--- config.mk ---
export PLATFORM = sky130hd
export DESIGN_NAME = instruction_fetch_unit
export DESIGN_NICKNAME = d
export VERILOG_FILES = /design/src/rtl/instruction_fetch_unit.sv
export SDC_FILE = /design/constraint.sdc
export NUM_CORES = 1
export LEC_CHECK = 0
export ABC_CLOCK_PERIOD_IN_PS = 1900
export BUFFER_PORTS_ARGS = -buffer_cell sky130_fd_sc_hd__buf_2
export CAP_MARGIN = 25
export CORE_AREA = 5 5 93 113
export CTS_BUF_LIST = sky130_fd_sc_hd__clkbuf_2
export DETAILED_ROUTE_END_ITERATION = 8
export DIE_AREA = 0 0 98 118
export GPL_ROUTABILITY_DRIVEN = 0
export PLACE_DENSITY = 0.69
export SLEW_MARGIN = 5
export SYNTH_ARGS = -nofsm -noshare
export SYNTH_HDL_FRONTEND = slang
export SYNTH_SLANG_ARGS = --single-unit
--- constraint.sdc ---
create_clock -name clock -period 1.9 [get_ports clock]
set_clock_uncertainty 0.05 [all_clocks]
set_input_delay 0 -clock clock [delete_from_list [all_inputs] [get_ports clock]]
set_output_delay 0 -clock clock [all_outputs]
set_load 0.05 [all_outputs]
--- src/rtl/instruction_fetch_unit.sv ---
// Instruction fetch unit: issues one read per accepted request, holds the result until decode consumes it.
// Optional misaligned-address fault detection is enabled with macro FETCH_MISALIGN_CHECK_EN.
module instruction_fetch_unit #(
  parameter int unsigned MAX_WAIT = 255
) (
  input  logic        clock,
  input  logic        reset,
  input  logic [31:0] fetch_addr,
  input  logic        fetch_req,
  output logic        fetch_ready,
  input  logic        flush,
  output logic        mem_rd_en,
  output logic [31:0] mem_addr,
  input  logic [31:0] mem_rd_data,
  input  logic        mem_rd_valid,
  output logic        instr_valid,
  input  logic        instr_ready,
  output logic [31:0] instr_data,
  output logic [31:0] instr_pc,
  output logic [1:0]  instr_fault
);

  localparam int unsigned CW = $clog2(MAX_WAIT + 1);

  typedef enum logic [1:0] {IDLE, WAIT_MEM, HOLD, DRAIN} state_t;

  state_t          state, state_nxt;
  logic [CW-1:0]   wait_cnt;
  logic            accept;
  logic            timeout;
  logic            misaligned;

`ifdef FETCH_MISALIGN_CHECK_EN
  assign misaligned = (fetch_addr[1:0] != 2'b00);
`else
  assign misaligned = 1'b0;
`endif

  assign fetch_ready = (state == IDLE) || ((state == HOLD) && instr_ready && !flush);
  // flush overrides a request even while fetch_ready is high in IDLE
  assign accept      = fetch_req && fetch_ready && !flush;
  assign timeout     = (wait_cnt == CW'(MAX_WAIT));
  assign instr_valid = (state == HOLD);

  always_ff @(posedge clock or negedge reset) begin
    if (!reset) state <= IDLE;
    else        state <= state_nxt;
  end

  always_comb begin
    state_nxt = state;
    case (state)
      IDLE: begin
        if (accept) state_nxt = misaligned ? HOLD : WAIT_MEM;
      end
      WAIT_MEM: begin
        if (flush)                        state_nxt = DRAIN;
        else if (mem_rd_valid || timeout) state_nxt = HOLD;
      end
      HOLD: begin
        if (flush)            state_nxt = IDLE;
        else if (accept)      state_nxt = misaligned ? HOLD : WAIT_MEM;
        else if (instr_ready) state_nxt = IDLE;
      end
      DRAIN: begin
        if (!flush && (mem_rd_valid || timeout)) state_nxt = IDLE;
      end
      default: state_nxt = IDLE;
    endcase
  end

  always_ff @(posedge clock or negedge reset) begin
    if (!reset) begin
      mem_rd_en   <= 1'b0;
      mem_addr    <= '0;
      instr_data  <= '0;
      instr_pc    <= '0;
      instr_fault <= 2'b00;
      wait_cnt    <= '0;
    end else begin
      mem_rd_en <= 1'b0;
      if (accept) begin
        instr_pc <= fetch_addr;
        wait_cnt <= '0;
        if (misaligned) begin
          instr_fault <= 2'b01;
          instr_data  <= '0;
        end else begin
          mem_rd_en <= 1'b1;
          mem_addr  <= {fetch_addr[31:2], 2'b00};
        end
      end else if ((state == WAIT_MEM) || (state == DRAIN)) begin
        if (!timeout) wait_cnt <= wait_cnt + CW'(1);
        // only a live WAIT_MEM response updates the held result; DRAIN discards it
        if ((state == WAIT_MEM) && !flush) begin
          if (mem_rd_valid) begin
            instr_data  <= mem_rd_data;
            instr_fault <= 2'b00;
          end else if (timeout) begin
            instr_data  <= '0;
            instr_fault <= 2'b10;
          end
        end
      end
    end
  end

endmodule

======== Word level (Yosys, flattened, before mapping) ========
Cells that the tools add are included.
W data, S select, Z words.
storage, ports and cells
  flip-flop bits (word level) ............. 107
  input bits .............................. 70
  output and inout bits ................... 101
  word-level logic and storage cells ...... 50
cells by class
  add/sub/neg operators ................... 1
  eq/ne operators ......................... 9
  muxes and demuxes ....................... 16
  bitwise operators ....................... 1
  reduce and logical (&&, ||, !) cells .... 16
operators by type and width
  kind                   number
  $mux W32               2
  $mux W8                3
  $mux W2                9
  $add A8 B1 Y8 const B  1
  $eq A8 B8 Y1 const B   1
  $pmux W2 S4            1
  $reduce_and A4 Y1      2
  $logic_and A1 B1 Y1    6
  $ne A2 B2 Y1 const B   3
  $eq A2 B2 Y1 const B   2
  $ne A4 B2 Y1 const B   1
  $reduce_bool A2 Y1     2
  $logic_or A1 B1 Y1     3
  $ne A3 B3 Y1 const B   1
  $eq A2 B1 Y1 const B   1
  $logic_not A2 Y1       1
  $reduce_and A2 Y1      1
  $logic_not A1 Y1       1
  $mux W1                1
  $not A1 Y1             1

======== Depth between registers and ports, before layout ========
Gate-level depths: netlist (run 1).
  depth in word-level cells ............... 9
  mapped depth ............................ 5
  gate-level depth less buffers ........... 4

======== Least setup slack after synthesis (run 1) ========
No wires, ideal clock.
  path kind ............................... register to register
  start ................................... register state[0]
  end ..................................... register instr_pc[10]
  setup time .............................. 125 ps
  arrival ................................. 1565 ps
  data required time ...................... 1725 ps
  setup slack ............................. 160 ps
  stages on the path, launching flop included .. 6
  path buffers ............................ 2
  period minus slack after synthesis ...... 1740 ps
  path through ............................ dfrtp_1 -> or2_1 -> or3_1 -> buf_6 -> buf_6 -> mux2_4
between the ends
  cells in the longest elaborated chain, start to end .. 6
  elaborated cells on any way between the ends .. 7
  classes of those cells .................. 1 x eq/ne; 6 x reduce/logical
RTL lines
  element                               line  text
  start, declared                       27    state_t state, state_nxt;
  start signal, assigned                47    else state <= state_nxt;
  $eq A2 B2 Y1                          39    assign fetch_ready = (state == IDLE) || ((state == HOLD) && instr_ready && !flush);
  $logic_and A1 B1 Y1 (2 in a row)      39
  $logic_or A1 B1 Y1 (*)                39
  $logic_and A1 B1 Y1 (*) (2 in a row)  41    assign accept = fetch_req && fetch_ready && !flush;
  end signal, assigned                  83    instr_pc <= fetch_addr;
  end, declared                         19    output logic [31:0] instr_pc,
Mark *: on every way between the ends. The rest lies on a longest branch, timed or not.
A chain may end at the register's enable or synchronous reset.

======== Final worst setup path (run 1) ========
  start ................................... register state[0]
  end ..................................... register instr_pc[24]
The elaborated chain is that of the path after synthesis.

==> impl_metrics.tcl, run 1 <==
set metrics [dict create \
    outcome "complete, no violations" \
    dp_hpwl_um 6220 \
    regArea_um2 1900 \
    avgSynthCellArea_um2 11.6 \
    slowest_delay_ps 440 \
    grt_max_degree 39 \
    fin_setup_tns_ps 0 \
    cts.sinks 76 \
    io_buffers 167 \
    drive_gt1_share_pct 43.3 \
    synth-seq-cells 76 \
    fp.dieArea_um2 11600 \
    drt-vias-per-instance 4.85 \
    path_cells "or2_1 -> or3_2 -> buf_12 -> mux2_4" \
    fin_crit_sh_pct 94.0 \
    synth_area_um2 3620 \
    root_buffer "clkbuf_2" \
    clock_latency_ps 500 \
    core_area_um2 9320 \
    dr.pass1.iters 4 \
    diodes 0 \
    antenna_left 0 \
    grt_pass1_vias 3282 \
    clkTransAtPathRegs_ps 190 \
    cts_tree "done" \
    crit_type "flop to flop" \
    ir_drop_uv 729 \
    die_x_um 98 \
    pwr_density_cell_nw_per_um2 1830 \
    grt_pass1_wl_um 16700 \
    yosysSeqAreaShare_pct 52.5 \
    critPathTopFamily "simple AND/OR/NAND/NOR gates" \
    p_leak_uw 0.00282 \
    hp-class "input port to flop" \
    post-synth-top-area-cell "dfrtp_1" \
    area_growth_pct 47.8 \
    finalCriticalPeriod_ps 1790 \
    hold_viol 0 \
    layout.nets 596 \
    htree_levels 3 \
    crit_slowest_cell "or3_2" \
    track_usage_pct 17.7 \
    start_util_pct 38.9 \
    drc_errors 0 \
    drtIter0Drc 112 \
    wl_um 9980 \
    placedCellCount 564 \
    wl_per_cell_um 15.3 \
    cts_resized 0 \
    rows 39 \
    power.total_uw 9810 \
    netlist.area_leader.share_pct 52.5 \
    synth.top_cells.by_area "dfrtp_1 53%, mux2_4 12%, buf_4 6.8%" \
    n_fill_cell 728 \
    synthCells 311 \
    maxCapViolCount 0 \
    worstPathArrival_ps 2140 \
    grt_antenna_before_repair 0 \
    crit_required_ps 2250 \
    path_max_fanout 34 \
    cp-start-kind "flop" \
    grt.overflow.total 0 \
    synth.distinct_cells 41 \
    postCtsHoldBufs 73 \
    num_vias 3159 \
    cts_buffer_depth 2 \
    finalNonFillerCells 652 \
    rsz0062_at_grt "no" \
    pin_count 171 \
    fmax_mhz 560 \
    crit_buf_inv 1 \
    yosys_warnings 0 \
    die_h_um 118 \
    postCtsSetupBuffers 0 \
    slew_violations 0 \
    multi_input_area_um2 1270 \
    worst_setup_path_end_kind "flop" \
    setup_violations 0 \
    numCtsBuffers 9 \
]
[layout by cell type (no fill, tap or decap), types with 2 or more instances in the layout]
cell / netlist / routed
inv_1: 36 / 36
buf_12: 0 / 6
mux2_4: 29 / 29
nor3_1: 4 / 4
nor2_1: 3 / 3
nor2b_1: 2 / 2
mux2i_1: 3 / 3
mux2_2: 3 / 3
dlygate4sd3_1: 0 / 72
clkbuf_2: 0 / 10
nand3_1: 4 / 4
nand4_1: 2 / 2
conb_1: 1 / 3
dfrtp_1: 76 / 76
and4_1: 3 / 3
a211o_1: 2 / 2
buf_2: 3 / 166
buf_4: 33 / 6
a21oi_1: 5 / 5
o21ai_0: 34 / 33
a22oi_1: 32 / 32
bufinv_16: 0 / 4
o31ai_1: 3 / 3
[per-layer routing]
metal,global-route usage (%),share of wire (%),vias up
met4,7.45,1.7,0
met5,0,0,-
li1,-,-,1482
met1,21.6,41,1521
met2,29.0,49,144
met3,4.98,8.2,12
[registers in the layout, summed over array words and instances (netlist names)]
name         cells
instr_data      32
instr_pc        32
wait_cnt         8
instr_fault      1
mem_rd_en        1
state            2
[final cells by class]
type                    instances  area share [%]
clock inverters                 5            2.34
repair buffers                250            32.1
multi-input cells             152            23.7
clock buffers                  10           0.935
well taps                     123            2.87
inverters                      36            2.52
flip-flops and latches         76            35.5
[worst paths after layout]
| check | startpoint | endpoint | slack [ps] | depth (start not counted) |
|---|---|---|---|---|
| worst max-delay path | state[0] | instr_pc[24] | 110 | 4 |
| worst min-delay path | mem_rd_data[15] | instr_data[15] | 190 | 4 |
| worst max register to register | state[0] | instr_pc[24] | 110 | 4 |
| worst min register to register | instr_pc[0] | instr_pc[0] | 480 | 1 |
| max in group asynchronous | reset | instr_data[13] | 1110 | 4 |
| min in group asynchronous | reset | mem_rd_en | 480 | 4 |
[worst min-delay path, cell delays in order]
cell and delay (ps):
dlygate4sd3_1 510, buf_2 90, a22oi_1 50, o21ai_0 60
[Yosys cell counts]
master and number:
dfrtp_1 76, inv_1 36, o21ai_0 34, buf_4 33
a22oi_1 32, mux2_4 29, clkbuf_1 9, a21oi_1 5
buf_6 4, nand3_1 4, nor3_1 4, and4_1 3
buf_2 3, mux2_2 3, mux2i_1 3, nor2_1 3
o31ai_1 3, a211o_1 2, nand4_1 2, nor2b_1 2
a211oi_1 1, a311o_1 1, a311oi_1 1, a31oi_1 1
and2_1 1, and3b_1 1, and4b_1 1, conb_1 1
ha_1 1, nand2_1 1, nand2b_1 1, nand4b_1 1
nor4b_1 1, nor4bb_1 1, o211a_1 1, o211ai_1 1
o21a_1 1, o22a_1 1, or2_1 1, or3_1 1
or3b_2 1
[cells by family after synthesis]
family,count (synthesis),share of synthesized area (%)
compound gates,84,15.0
mux,35,13.8
fa+ha+maj,1,0.345
simple gates,29,5.15
other cells,1,0.104
flops,76,52.5
buf+inv,85,13.2
[report_power, final]
part / total [uW] / internal (uW) / switching [uW]
registers: 2750 / 2230 / 526
clock network: 1230 / 696 / 539
logic: 5820 / 1620 / 4200
total: 9810 / 4540 / 5260
[stage by stage]
step | utilization, % | setup slack, ps | hold slack (ps) | area, um^2
after floorplan | - | 160 | -346 | 3630
after global placement | 47.6 | 163 | -46.9 | 4440
after detailed placement | 47.6 | 136 | -56.7 | 4440
after CTS | 57.4 | 106 | 122 | 5350
after global routing | 57.4 | 15.7 | 149 | 5350
final | 57.4 | 113 | 193 | 5350
Power figures use the tool's default switching activity.
==> run 2: changes to the inputs <==
- SETUP_SLACK_MARGIN: not set -> 0.3
==> run 2 against run 1 <==
  * Utilization about the same
  * Global-route usage increased by 1.1 points
  * Register-to-register slack improved by 80 ps
  * Sequential power about the same
  * Die area unchanged
  * Critical path depth unchanged
  * Count of clock-buffer cells in the layout decreased by 1
  * Non-clock buffer count increased by 2
  * Clock power decreased by 29%
  * Combinational power increased by 2%
  * Via count increased by 1.3%
  * Final area about the same
  * Largest cell class unchanged
  * Largest power group unchanged
==> impl_metrics.tcl, run 2 (synthesis results as in run 1) <==
set metrics [dict create \
    dp_hpwl_um 6500 \
    grt_max_degree 41 \
    critPathTopFamily "simple AND/OR/NAND/NOR gates" \
    crit_buf_inv 1 \
    numCtsBuffers 9 \
    clock_latency_ps 520 \
    place_area_um2 4410 \
    rr_worst_depth 4 \
    start_util_pct 38.9 \
    placedCellCount 563 \
    r2r_slack_ps 200 \
    worstPathArrival_ps 2080 \
    antenna_left 0 \
    layout.nets 599 \
    final_cell_mix "164 x buf_2, 76 x dfrtp_1, 70 x dlygate4sd3_1" \
    fin_crit_sh_pct 89.7 \
    area_growth_pct 47.9 \
    grt_antenna_before_repair 0 \
    die_x_um 98 \
    path_max_fanout 17 \
    ir_drop_uv 927 \
    crit_required_ps 2280 \
    grt_pass1_wl_um 17500 \
    fin_setup_tns_ps 0 \
    num_vias 3199 \
    root_buffer "clkbuf_2" \
    hold_viol 0 \
    p_leak_uw 0.00281 \
    worst_setup_path_end_kind "flop" \
    reg.largest.list "instr_data x32, instr_pc x32, wait_cnt x8" \
    clkTransAtPathRegs_ps 210 \
    crit_type "flop to flop" \
    cts.sinks 76 \
    outcome "complete, no violations" \
    rsz0062_at_grt "yes" \
    stdcell_area_um2 5360 \
    pwr_density_cell_nw_per_um2 1780 \
    die_h_um 118 \
    path_cells "or2_4 -> or3_4 -> buf_16 -> mux2_4" \
    hp-class "input port to flop" \
    cp-start-kind "flop" \
    track_usage_pct 18.8 \
    crit_slowest_cell "dfrtp_1" \
    grt_pass1_vias 3351 \
    drc_errors 0 \
    final_common_cell "buf_2" \
    dr.pass1.iters 5 \
    fmax_mhz 587 \
    htree_levels 3 \
    cts_buffer_depth 2 \
    io_buffers 167 \
    fp.dieArea_um2 11600 \
    drtIter0Drc 140 \
    core_area_um2 9320 \
    slowest_delay_ps 420 \
    drive_gt1_share_pct 45.2 \
    setup_violations 0 \
    power.total_uw 9550 \
    diodes 0 \
    wl_um 10800 \
    rows 39 \
    finalCriticalPeriod_ps 1700 \
    final_core_util_pct 57.5 \
    finalNonFillerCells 656 \
    grt.overflow.total 0 \
    cp_num_cells 4 \
    pin_count 171 \
    slew_violations 0 \
    wl_per_cell_um 16.4 \
    cts_tree "done" \
    maxCapViolCount 0 \
    hold_depth 4 \
    drt-vias-per-instance 4.88 \
]
==> run 2: changes by cell type in the layout (fill, tap and decap cells not counted), moves of 3 or more <==
cell	change
buf_4	+6
bufinv_16	-3
buf_12	-3
clkinvlp_4	+4
==> run 2: routing by layer <==
layer	vias to the layer above	track usage [%]	part of all wire, %
li1	1490	-	-
met1	1570	21.4	38
met2	123	33.3	53
met3	16	5.04	7.1
met4	0	6.93	1.6
met5	-	0	0
==> run 2: per-stage QoR <==
step / worst slack (ps) / hold slack, ps
3_5_place_dp: 119 / -50.6
2_1_floorplan: 178 / -346
5_1_grt: 141 / 104
6_report: 197 / 164
3_3_place_gp: 143 / -56.3
4_1_cts: 198 / 104
==> run 2: path summary, 6_finish.rpt <==
| check | to | start |
|---|---|---|
| worst max-delay path | instr_pc[6] | state[0] |
| worst min-delay path | instr_data[22] | mem_rd_data[22] |
| worst max register to register | instr_pc[6] | state[0] |
| min in group asynchronous | instr_pc[10] | reset |
| worst min register to register | instr_fault[1] | instr_fault[1] |
| max in group asynchronous | instr_data[19] | reset |
==> run 2: layout make-up <==
cell class / count / area, um^2
clock inverters: 7 / 67.6
multi-input cells: 153 / 1310
inverters: 36 / 139
clock buffers: 9 / 45.0
repair buffers: 252 / 1740
well taps: 123 / 154
fillers: 807 / 3960
flip-flops and latches: 76 / 1900
==> run 2: where the power goes <==
part	switching, uW	internal [uW]	total [uW]
Clock	579	295	874
Combinational	4250	1670	5920
Sequential	526	2230	2750
Total	5350	4200	9550
==> run 2: repair_timing <==
action                                  CTS  global route
endpoints found under the hold margin   146             0
setup buffers                             2             2
endpoints found under the setup margin   75            75
pin swaps                                 1             0
hold buffers                             70             0
gates cloned                              3             0
gates resized for setup                  10             5
==> run 2: worst reg2reg max path: stages, from the launching register on <==
cell,delay [ps]
dfrtp_1,420
or2_4,230
or3_4,410
buf_16,210
mux2_4,300
